$ cat src/rtl/ctrl_maquina_bebidas_if.sv
// Bundle between the user panel / dispensers and the drink sequencer.
// master: panel and dispenser side (drives start, recipe, fin_*); slave: the sequencer.
// Optional CTRL_CANCEL_EN adds the cancel request line.
interface ctrl_maquina_bebidas_if;
   logic       start;
   logic [1:0] bebida;
   logic [1:0] nivel_azucar;
   logic       fin_agua;
   logic       fin_cafe;
   logic       fin_leche;
   logic       fin_azucar;
   logic       clear_err;
`ifdef CTRL_CANCEL_EN
   logic       cancel;
`endif
   logic       enable_agua;
   logic       enable_cafe;
   logic       enable_leche;
   logic       enable_azucar;
   logic [1:0] bebida_lat;
   logic [1:0] azucar_lat;
   logic       ocupado;
   logic       listo;
   logic       error;

   modport master (
      output start, bebida, nivel_azucar,
      output fin_agua, fin_cafe, fin_leche, fin_azucar, clear_err,
`ifdef CTRL_CANCEL_EN
      output cancel,
`endif
      input  enable_agua, enable_cafe, enable_leche, enable_azucar,
      input  bebida_lat, azucar_lat, ocupado, listo, error
   );

   modport slave (
      input  start, bebida, nivel_azucar,
      input  fin_agua, fin_cafe, fin_leche, fin_azucar, clear_err,
`ifdef CTRL_CANCEL_EN
      input  cancel,
`endif
      output enable_agua, enable_cafe, enable_leche, enable_azucar,
      output bebida_lat, azucar_lat, ocupado, listo, error
   );
endinterface

$ cat src/rtl/ctrl_maquina_bebidas.sv
// Drink sequencer: runs agua/cafe/leche/azucar dispensers one at a time per recipe, with per-stage watchdog.
// Latency: start to listo = 1 + sum(stage cycles) + 1; all outputs registered, decoded from next state.
// Backpressure: each stage holds its enable until the dispenser's fin; optional macro CTRL_CANCEL_EN adds cancel.
module ctrl_maquina_bebidas #(
   parameter int TIMEOUT_CYC = 16
) (
   input logic                   clk,
   input logic                   rst,
   ctrl_maquina_bebidas_if.slave bus
);

   typedef enum logic [2:0] {
      IDLE, AGUA, CAFE, LECHE, AZUCAR, DONE, ERROR
   } state_t;

   localparam logic [7:0] TMAX = 8'(TIMEOUT_CYC - 1);

   state_t     state, state_nxt;
   logic [7:0] timer, timer_nxt;
   logic [1:0] beb_q, beb_nxt;
   logic [1:0] az_q, az_nxt;
   logic       fin_act;
   logic [3:0] en_q, en_nxt;
   logic       ocupado_q, listo_q, error_q;

   // Next stage after 'cur' in the fixed order; later lines override, so the earliest pending stage wins.
   function automatic state_t siguiente(input state_t cur, input logic [1:0] b, input logic [1:0] a);
      state_t r;
      r = DONE;
      if (a != 2'd0 && (cur == IDLE || cur == AGUA || cur == CAFE || cur == LECHE)) r = AZUCAR;
      if (b != 2'd0 && (cur == IDLE || cur == AGUA || cur == CAFE))                 r = LECHE;
      if (b != 2'd3 && (cur == IDLE || cur == AGUA))                                r = CAFE;
      if (b != 2'd2 && cur == IDLE)                                                  r = AGUA;
      return r;
   endfunction

   // Next-state, watchdog and latch logic; output values are decoded from the next state.
   always_comb begin
      state_nxt = state;
      timer_nxt = 8'd0;
      beb_nxt   = beb_q;
      az_nxt    = az_q;
      fin_act   = 1'b0;

      case (state)
         AGUA:    fin_act = bus.fin_agua;
         CAFE:    fin_act = bus.fin_cafe;
         LECHE:   fin_act = bus.fin_leche;
         AZUCAR:  fin_act = bus.fin_azucar;
         default: fin_act = 1'b0;
      endcase

      case (state)
         IDLE: begin
            if (bus.start) begin
               beb_nxt   = bus.bebida;
               az_nxt    = bus.nivel_azucar;
               state_nxt = siguiente(IDLE, bus.bebida, bus.nivel_azucar);
            end
         end
         AGUA, CAFE, LECHE, AZUCAR: begin
`ifdef CTRL_CANCEL_EN
            if (bus.cancel) begin
               state_nxt = IDLE;
            end else
`endif
            if (fin_act) begin
               // fin beats the watchdog when both land on the same cycle
               state_nxt = siguiente(state, beb_q, az_q);
            end else if (timer == TMAX) begin
               state_nxt = ERROR;
            end else begin
               timer_nxt = timer + 8'd1;
            end
         end
         DONE: begin
            state_nxt = IDLE;
         end
         ERROR: begin
            if (bus.clear_err) state_nxt = IDLE;
         end
         default: begin
            state_nxt = IDLE;
         end
      endcase

      en_nxt = {state_nxt == AGUA, state_nxt == CAFE, state_nxt == LECHE, state_nxt == AZUCAR};
   end

   // State, timer, latched order and registered outputs.
   always_ff @(posedge clk) begin
      if (rst) begin
         state     <= IDLE;
         timer     <= 8'd0;
         beb_q     <= 2'd0;
         az_q      <= 2'd0;
         en_q      <= 4'd0;
         ocupado_q <= 1'b0;
         listo_q   <= 1'b0;
         error_q   <= 1'b0;
      end else begin
         state     <= state_nxt;
         timer     <= timer_nxt;
         beb_q     <= beb_nxt;
         az_q      <= az_nxt;
         en_q      <= en_nxt;
         ocupado_q <= (state_nxt != IDLE);
         listo_q   <= (state_nxt == DONE);
         error_q   <= (state_nxt == ERROR);
      end
   end

   assign bus.enable_agua   = en_q[3];
   assign bus.enable_cafe   = en_q[2];
   assign bus.enable_leche  = en_q[1];
   assign bus.enable_azucar = en_q[0];
   assign bus.bebida_lat    = beb_q;
   assign bus.azucar_lat    = az_q;
   assign bus.ocupado       = ocupado_q;
   assign bus.listo         = listo_q;
   assign bus.error         = error_q;

endmodule

$ cat src/flat_wrapper.sv
// flat-port wrapper written by rule: the top's interface ports become plain ports
module ctrl_maquina_bebidas_flat 
#(
   parameter int TIMEOUT_CYC = 16
)
  (clk, rst, bus_start, bus_bebida, bus_nivel_azucar, bus_fin_agua, bus_fin_cafe, bus_fin_leche, bus_fin_azucar, bus_clear_err, bus_enable_agua, bus_enable_cafe, bus_enable_leche, bus_enable_azucar, bus_bebida_lat, bus_azucar_lat, bus_ocupado, bus_listo, bus_error);
  ctrl_maquina_bebidas_if bus_i ();
  input logic clk;
  input logic rst;
  input wire logic [$bits(bus_i.start)-1:0] bus_start;
  input wire logic [$bits(bus_i.bebida)-1:0] bus_bebida;
  input wire logic [$bits(bus_i.nivel_azucar)-1:0] bus_nivel_azucar;
  input wire logic [$bits(bus_i.fin_agua)-1:0] bus_fin_agua;
  input wire logic [$bits(bus_i.fin_cafe)-1:0] bus_fin_cafe;
  input wire logic [$bits(bus_i.fin_leche)-1:0] bus_fin_leche;
  input wire logic [$bits(bus_i.fin_azucar)-1:0] bus_fin_azucar;
  input wire logic [$bits(bus_i.clear_err)-1:0] bus_clear_err;
  output wire logic [$bits(bus_i.enable_agua)-1:0] bus_enable_agua;
  output wire logic [$bits(bus_i.enable_cafe)-1:0] bus_enable_cafe;
  output wire logic [$bits(bus_i.enable_leche)-1:0] bus_enable_leche;
  output wire logic [$bits(bus_i.enable_azucar)-1:0] bus_enable_azucar;
  output wire logic [$bits(bus_i.bebida_lat)-1:0] bus_bebida_lat;
  output wire logic [$bits(bus_i.azucar_lat)-1:0] bus_azucar_lat;
  output wire logic [$bits(bus_i.ocupado)-1:0] bus_ocupado;
  output wire logic [$bits(bus_i.listo)-1:0] bus_listo;
  output wire logic [$bits(bus_i.error)-1:0] bus_error;
  assign bus_i.start = bus_start;
  assign bus_i.bebida = bus_bebida;
  assign bus_i.nivel_azucar = bus_nivel_azucar;
  assign bus_i.fin_agua = bus_fin_agua;
  assign bus_i.fin_cafe = bus_fin_cafe;
  assign bus_i.fin_leche = bus_fin_leche;
  assign bus_i.fin_azucar = bus_fin_azucar;
  assign bus_i.clear_err = bus_clear_err;
  assign bus_enable_agua = bus_i.enable_agua;
  assign bus_enable_cafe = bus_i.enable_cafe;
  assign bus_enable_leche = bus_i.enable_leche;
  assign bus_enable_azucar = bus_i.enable_azucar;
  assign bus_bebida_lat = bus_i.bebida_lat;
  assign bus_azucar_lat = bus_i.azucar_lat;
  assign bus_ocupado = bus_i.ocupado;
  assign bus_listo = bus_i.listo;
  assign bus_error = bus_i.error;
  ctrl_maquina_bebidas #(.TIMEOUT_CYC(TIMEOUT_CYC)) u_core (.clk(clk), .rst(rst), .bus(bus_i));
endmodule
$ cat config.mk
export PLATFORM = sky130hd
export DESIGN_NAME = ctrl_maquina_bebidas_flat
export DESIGN_NICKNAME = d
export VERILOG_FILES = /design/src/rtl/ctrl_maquina_bebidas_if.sv /design/src/rtl/ctrl_maquina_bebidas.sv /design/src/flat_wrapper.sv
export SDC_FILE = /design/constraint.sdc
export NUM_CORES = 1
export LEC_CHECK = 0
export CAP_MARGIN = 20
export CORE_MARGIN = 4
export CORE_UTILIZATION = 53
export CTS_BUF_LIST = sky130_fd_sc_hd__clkbuf_16
export CTS_CLUSTER_SIZE = 25
export DETAILED_ROUTE_END_ITERATION = 16
export PLACE_DENSITY = 0.85
export SYNTH_ARGS = -nofsm -noshare
export SYNTH_HDL_FRONTEND = slang
export SYNTH_SLANG_ARGS = --single-unit
$ cat constraint.sdc
create_clock -name clk -period 3.5 [get_ports clk]
set_input_delay 0.875 -clock clk [delete_from_list [all_inputs] [get_ports clk]]
set_output_delay 0.875 -clock clk [all_outputs]
set_load 0.05 [all_outputs]
==> flow_metrics.py, run 1 <==
metrics = {
    "layout": {
        "n_antenna_cell": 0,
        "fin_cells": 159,
        "layout-drive-gt1-share_pct": 15.2,
        "post-route-util_pct": 72.0,
        "fin_area_um2": 1400,
        "nets": 146,
        "syn2layout_area_growth_pct": 30.5,
    },
    "power_and_ir_drop": {
        "p_clk_share_pct": 40.7,
        "combPwrFrac_pct": 23.0,
        "power_uw": 784,
        "p_per_area_nw_per_um2": 560,
        "p_int_uw": 568,
        "pwr-share-seq_pct": 36.4,
        "p_sw_share_pct": 27.5,
        "leakagePower_nw": 0.494,
        "power.net_switching_uw": 216,
        "irDropWorstVdd_mv": 0.383,
    },
    "clock_tree": {
        "root_buffer": "clkbuf_16",
        "post_cts_buffers": 0,
        "htreeDepth": 1,
        "numCtsBuffers": 3,
        "cts_tree": "built",
        "cts_resized": 0,
        "cts_hold_buffers": 0,
        "clock_path_buffers": 2,
        "clock_sinks": 22,
        "insertion_delay_ps": 260,
        "clkTransAtPathRegs_ps": 60,
    },
    "floorplanning": {
        "io_pins": 23,
        "start_util_pct": 55.2,
        "die_area_um2": 2810,
        "core_um2": 1940,
        "rows": 16,
        "die_w_um": 53.0,
        "fp.dieH_um": 53.0,
    },
    "global_routing": {
        "grt_pass1_vias": 882,
        "antenna_found_initial": 0,
        "grt_pass1_wl_mm": 3.95,
        "grt_overflow": 0,
        "grt_max_degree": 16,
        "track_usage_pct": 19.4,
    },
    "logic_synthesis": {
        "ys_warn_count": 0,
        "synth_flop_cell": "dfxtp_1",
        "synth_top_area_cell": "dfxtp_1",
        "synth_mux_area_share_pct": 0.933,
        "synth-simple-area-share_pct": 32.0,
        "synth_seq_cells": 22,
        "yosys.cell_types.count": 43,
        "synth-xor-area-share_pct": 5.72,
        "syn_inst": 110,
        "syn_avg_cell_area_um2": 9.75,
        "synth_top_family_by_area": "simple AND/OR/NAND/NOR gates",
        "seq_area_frac_synth_pct": 41.1,
        "synth_fp_nets": 123,
        "synth_edf_count": 0,
        "synth_fa_ha_area_share_pct": 1.17,
        "synth_compound_area_share_pct": 15.8,
        "ys_async_sr_fraction_pct": 0,
        "synth_top_cell_area_share_pct": 41.1,
        "syn_area_um2": 1070,
        "yosys-top-cells-area": "dfxtp_1 41%, nor2_1 6.0%, nor4b_4 4.4%, a21oi_1 3.3%, xnor2_1 3.3%",
    },
    "timing": {
        "finalSetupViolCount": 0,
        "fmax_ghz": 0.394,
        "slew_violations": 0,
        "slew_headroom_pct": 48.6,
        "period_share_pct": 72.6,
        "fin_worst_skew_ps": 2.14,
        "setup_tns_ps": 0,
        "max_slew.worst_pin.slew_ps": 765,
        "fin_crit_ps": 2540,
        "finalHoldViolCount": 0,
        "setup_slack_ps": 961,
        "rsz0062_at_grt": "false",
        "holdWs_ps": 434,
    },
    "worst_setup_path": {
        "worstSetupPathType": "in -> reg",
        "cp_data_arrival_time_ps": 2710,
        "crit_fanout": 9,
        "cp-start-kind": "input pin",
        "critPathCaptureType": "register",
        "ff2ff_setup_slack_ps": 1340,
        "crit_required_ps": 3670,
    },
    "routing": {
        "ant_nets": 0,
        "wire_per_inst_um": 14.6,
        "drcViolationCount": 0,
        "num_vias": 897,
        "wirelength_mm": 2.32,
        "drtPass1Iterations": 4,
        "vias_per_cell": 5.64,
        "drtIter0Drc": 21,
    },
    "placement": {
        "hpwl_mm": 1.63,
        "port_buffers": 22,
        "dp_slack_ps": 691,
        "gp_congestion": 0.775,
        "dp.cells": 155,
        "placed_area_um2": 1290,
    },
    "status": {
        "status": "completed",
    },
    "hold_path": {
        "hold_path_class": "reg -> reg",
    },
    "flow_run": {
        "drv_cap": 0,
    },
}
==> state kept, by name (all words and copies together) (netlist names) <==
signal	count
u_core.bus.azucar_lat	2
u_core.bus.bebida_lat	2
u_core.bus.error	1
u_core.bus.listo	1
u_core.bus.ocupado	1
u_core.en_q	4
u_core.state	3
u_core.timer	8
==> layout make-up <==
type / count / area, um^2
Fill cell: 152 / 543
Multi-Input combinational cell: 83 / 596
Inverter: 1 / 3.75
Clock inverter: 1 / 30.0
Timing Repair Buffer: 22 / 220
Tap cell: 27 / 33.8
Sequential cell: 22 / 440
Clock buffer: 3 / 75.1
==> routing by layer <==
metal / wire length (um) / track usage [%] / up-vias
li1: - / - / 443
met1: 914 / 21.8 / 416
met2: 1200 / 33.3 / 33
met3: 169 / 5.63 / 5
met4: 36 / 8.94 / 0
met5: 0 / 0 / -
==> placed cells by master (no fill, tap or decap), types with 2 or more instances in the layout <==
cell type,synthesis,final
xnor2_1,4,4
nand2_1,7,7
a21oi_1,7,7
clkbuf_16,0,3
nor4b_4,2,2
a211oi_2,2,2
nor2_1,17,17
xor2_1,3,3
dfxtp_1,22,22
clkdlybuf4s50_1,0,22
nand3_1,6,6
nand4bb_1,2,2
and3_1,2,2
nor4b_1,3,3
nor4_1,2,2
and3_2,2,2
==> Yosys cell counts (2+ instances only) <==
cell type  number
a211oi_2        2
a21oi_1         7
and3_1          2
and3_2          2
dfxtp_1        22
nand2_1         7
nand3_1         6
nand4bb_1       2
nor2_1         17
nor4_1          2
nor4b_1         3
nor4b_4         2
xnor2_1         4
xor2_1          3
==> final timing paths <==
| kind | start | to | cells after the start |
|---|---|---|---|
| max | bus_fin_leche | u_core.bus.listo | 6 |
| min | u_core.timer[0] | u_core.timer[0] | 1 |
| max reg2reg | u_core.state[1] | u_core.bus.listo | 5 |
| min reg2reg | u_core.timer[0] | u_core.timer[0] | 1 |
==> power groups by stage <==
| stage | Sequential, mW | Combinational, mW | Clock (mW) |
|---|---|---|---|
| floorplan | 0.317 | 0.102 | 0 |
| global placement | 0.289 | 0.174 | 0 |
| detailed placement | 0.290 | 0.178 | 0 |
| CTS | 0.285 | 0.181 | 0.325 |
| global route | 0.288 | 0.193 | 0.330 |
| finish | 0.285 | 0.180 | 0.319 |
==> cell families (layout without fill, tap and decap cells) <==
family	count (synthesis)	count (layout)
AOI/OAI and AO/OA	20	20
xor gates and xnor gates	7	7
adders and majority gates	1	1
buffers and inverters	5	27
DFF	22	22
muxes	1	1
and+or+nand+nor	54	54
==> critical path, cell delays in order <==
cell and delay [ps]:
clkdlybuf4s50_1 450, mux2i_1 80, o211a_4 320, or4_4 560, a21oi_4 220, nor4b_4 210
No activity file was read; power rests on OpenSTA's default activity.
==> run 2: changes to the inputs <==
--- a/config.mk
+++ b/config.mk
@@ -7,11 +7,11 @@
 export LEC_CHECK = 0
 export CAP_MARGIN = 20
 export CORE_MARGIN = 4
-export CORE_UTILIZATION = 53
+export CORE_UTILIZATION = 49
 export CTS_BUF_LIST = sky130_fd_sc_hd__clkbuf_16
 export CTS_CLUSTER_SIZE = 25
 export DETAILED_ROUTE_END_ITERATION = 16
-export PLACE_DENSITY = 0.85
+export PLACE_DENSITY = 0.79
 export SYNTH_ARGS = -nofsm -noshare
 export SYNTH_HDL_FRONTEND = slang
 export SYNTH_SLANG_ARGS = --single-unit
==> constraint.sdc (replaced) <==
create_clock -name clk -period 2.5 [get_ports clk]
set_input_delay 0.625 -clock clk [delete_from_list [all_inputs] [get_ports clk]]
set_output_delay 0.625 -clock clk [all_outputs]
set_load 0.05 [all_outputs]
==> run 2 against run 1 <==
Effect of this change:
- count of clock-buffer cells in the layout did not move
- first-iteration DRC count fell by 4.8%
- critical path depth did not move
- die area rose by 6.9%
- highest routed layer unchanged
- via count rose by 0.89%
- clock power rose by 38%
- sequential power rose by 40%
- routed wire length rose by 1.5%
- critical endpoint unchanged
==> flow_metrics.py, run 2 (synthesized netlist as in run 1, its figures left out) <==
metrics = {
    "routing": {
        "drtPass1Iterations": 4,
        "wirelength_mm": 2.36,
        "vias_per_cell": 5.59,
        "drcViolationCount": 0,
        "num_vias": 905,
        "wire_per_inst_um": 14.5,
        "ant_nets": 0,
        "drtIter0Drc": 20,
    },
    "global_routing": {
        "grtUsageMet1_pct": 24.2,
        "antenna_found_initial": 0,
        "grt_overflow": 0,
        "track_usage_pct": 17.8,
        "grt_max_degree": 15,
        "met2_usage_pct": 28.0,
        "grt_pass1_wl_mm": 3.85,
        "grt_pass1_vias": 871,
        "grt-busiest-layer": "met2",
        "grt_use_met3_pct": 3.27,
    },
    "flow_run": {
        "drv_cap": 0,
    },
    "floorplanning": {
        "die_w_um": 54.8,
        "core_um2": 2020,
        "io_pins": 23,
        "rows": 16,
        "start_util_pct": 53.0,
        "fp.dieH_um": 54.8,
        "die_area_um2": 3000,
    },
    "placement": {
        "hpwl_mm": 1.64,
        "placed_area_um2": 1320,
        "gp_congestion": 0.824,
        "port_buffers": 22,
    },
    "clock_tree": {
        "clkTransAtPathRegs_ps": 60,
        "post_cts_buffers": 0,
        "numCtsBuffers": 3,
        "cts_resized": 0,
        "htreeDepth": 1,
        "insertion_delay_ps": 250,
        "cts_hold_buffers": 0,
        "root_buffer": "clkbuf_16",
        "cts_tree": "built",
        "clock_sinks": 22,
        "clock_path_buffers": 2,
    },
    "timing": {
        "rsz0062_at_grt": "false",
        "slew_violations": 0,
        "slew_headroom_pct": 55.7,
        "finalSetupViolCount": 0,
        "fin_crit_ps": 2300,
        "fin_worst_skew_ps": 2.15,
        "max_slew.worst_pin.slew_ps": 659,
        "finalHoldViolCount": 0,
        "period_share_pct": 92.0,
        "fmax_ghz": 0.435,
    },
    "worst_setup_path": {
        "cp_data_arrival_time_ps": 2470,
        "cp-endpoint": "u_core.bus.listo",
        "r2r_end": "u_core.bus.listo",
        "worstSetupPathType": "in -> reg",
        "ff2ff_setup_slack_ps": 320,
        "slowest_stage": "or4_4",
        "worstPathCellList": "clkdlybuf4s50_1 -> mux2i_1 -> o211a_4 -> or4_4 -> a21oi_4 -> nor4b_4",
        "ff2ff_path_depth": 5,
        "critPathCaptureType": "register",
        "reg2reg_from": "u_core.state[1]",
        "crit_fanout": 7,
        "crit_required_ps": 2670,
        "crit_path_start": "bus_fin_leche",
        "critPathMaxStageDelay_ps": 550,
        "cp-start-kind": "input pin",
    },
    "power_and_ir_drop": {
        "combPwrFrac_pct": 23.9,
        "leakagePower_nw": 0.508,
        "power.net_switching_uw": 299,
        "p_clk_share_pct": 39.8,
        "p_per_area_nw_per_um2": 776,
        "irDropWorstVdd_mv": 0.696,
        "p_sw_share_pct": 27.1,
        "power_mw": 1.10,
        "p_int_uw": 804,
        "pwr-share-seq_pct": 36.3,
    },
    "layout": {
        "syn2layout_area_growth_pct": 32.6,
        "layout-drive-gt1-share_pct": 17.0,
        "final_cell_mix": "22 x clkdlybuf4s50_1, 22 x dfxtp_1, 17 x nor2_1",
        "top_register": "u_core.timer",
        "largest_reg_flops": 8,
        "fin_area_um2": 1420,
        "n_antenna_cell": 0,
        "reg.largest.list": "u_core.timer x8, u_core.en_q x4, u_core.state x3",
        "nets": 149,
    },
    "hold_path": {
        "hold_path_class": "reg -> reg",
    },
    "status": {
        "status": "completed",
    },
}
[run 2: stage by stage]
stage	std cells	utilization (%)	setup TNS [ps]	hold WS [ps]	worst slack, ps
2_1_floorplan	110	-	0	413	507
3_3_place_gp	158	65.1	0	429	18.3
3_5_place_dp	158	65.1	-143	434	-50.9
4_1_cts	162	70.3	0	445	195
5_1_grt	162	70.3	0	464	116
6_report	162	70.3	0	438	199
[run 2: how the worst min path moves through the flow]
stage / start / cells after the start / slack [ps] / to
2_1_floorplan: u_core.timer[0] / 1 / 410 / u_core.timer[0]
3_5_place_dp: u_core.timer[0] / 1 / 430 / u_core.timer[0]
5_1_grt: u_core.timer[0] / 1 / 460 / u_core.timer[0]
3_3_place_gp: u_core.timer[0] / 1 / 430 / u_core.timer[0]
4_1_cts: u_core.timer[0] / 1 / 440 / u_core.timer[0]
6_report: u_core.timer[0] / 1 / 440 / u_core.timer[0]
[run 2: power groups by stage]
stage / clock network (mW) / registers, mW / logic, mW
finish: 0.440 / 0.400 / 0.264
global route: 0.457 / 0.404 / 0.281
CTS: 0.445 / 0.400 / 0.264
detailed placement: 0 / 0.407 / 0.259
global placement: 0 / 0.405 / 0.257
floorplan: 0 / 0.444 / 0.143
[run 2: metal layers]
metal | share of wire [%] | up-vias | wire length (um)
li1 | - | 451 | -
met1 | 48 | 428 | 1140
met2 | 46 | 21 | 1090
met3 | 4.3 | 5 | 102
met4 | 1.2 | 0 | 28
met5 | 0 | - | 0
[run 2: layout make-up]
type                       count  area [um^2]
fill                         147          601
inverter                       1         3.75
clock inverter                 1         30.0
clock buffer                   3         75.1
timing repair buffer          25          243
tap                           27         33.8
sequential                    22          440
multi-input combinational     83          596
[run 2: critical path: cells and delay by family]
kind | cells | cell delay (ps)
AO/OA/AOI/OAI | 2 | 520
buffers and inverters | 1 | 460
multiplexers | 1 | 80
AND/OR/NAND/NOR | 2 | 780
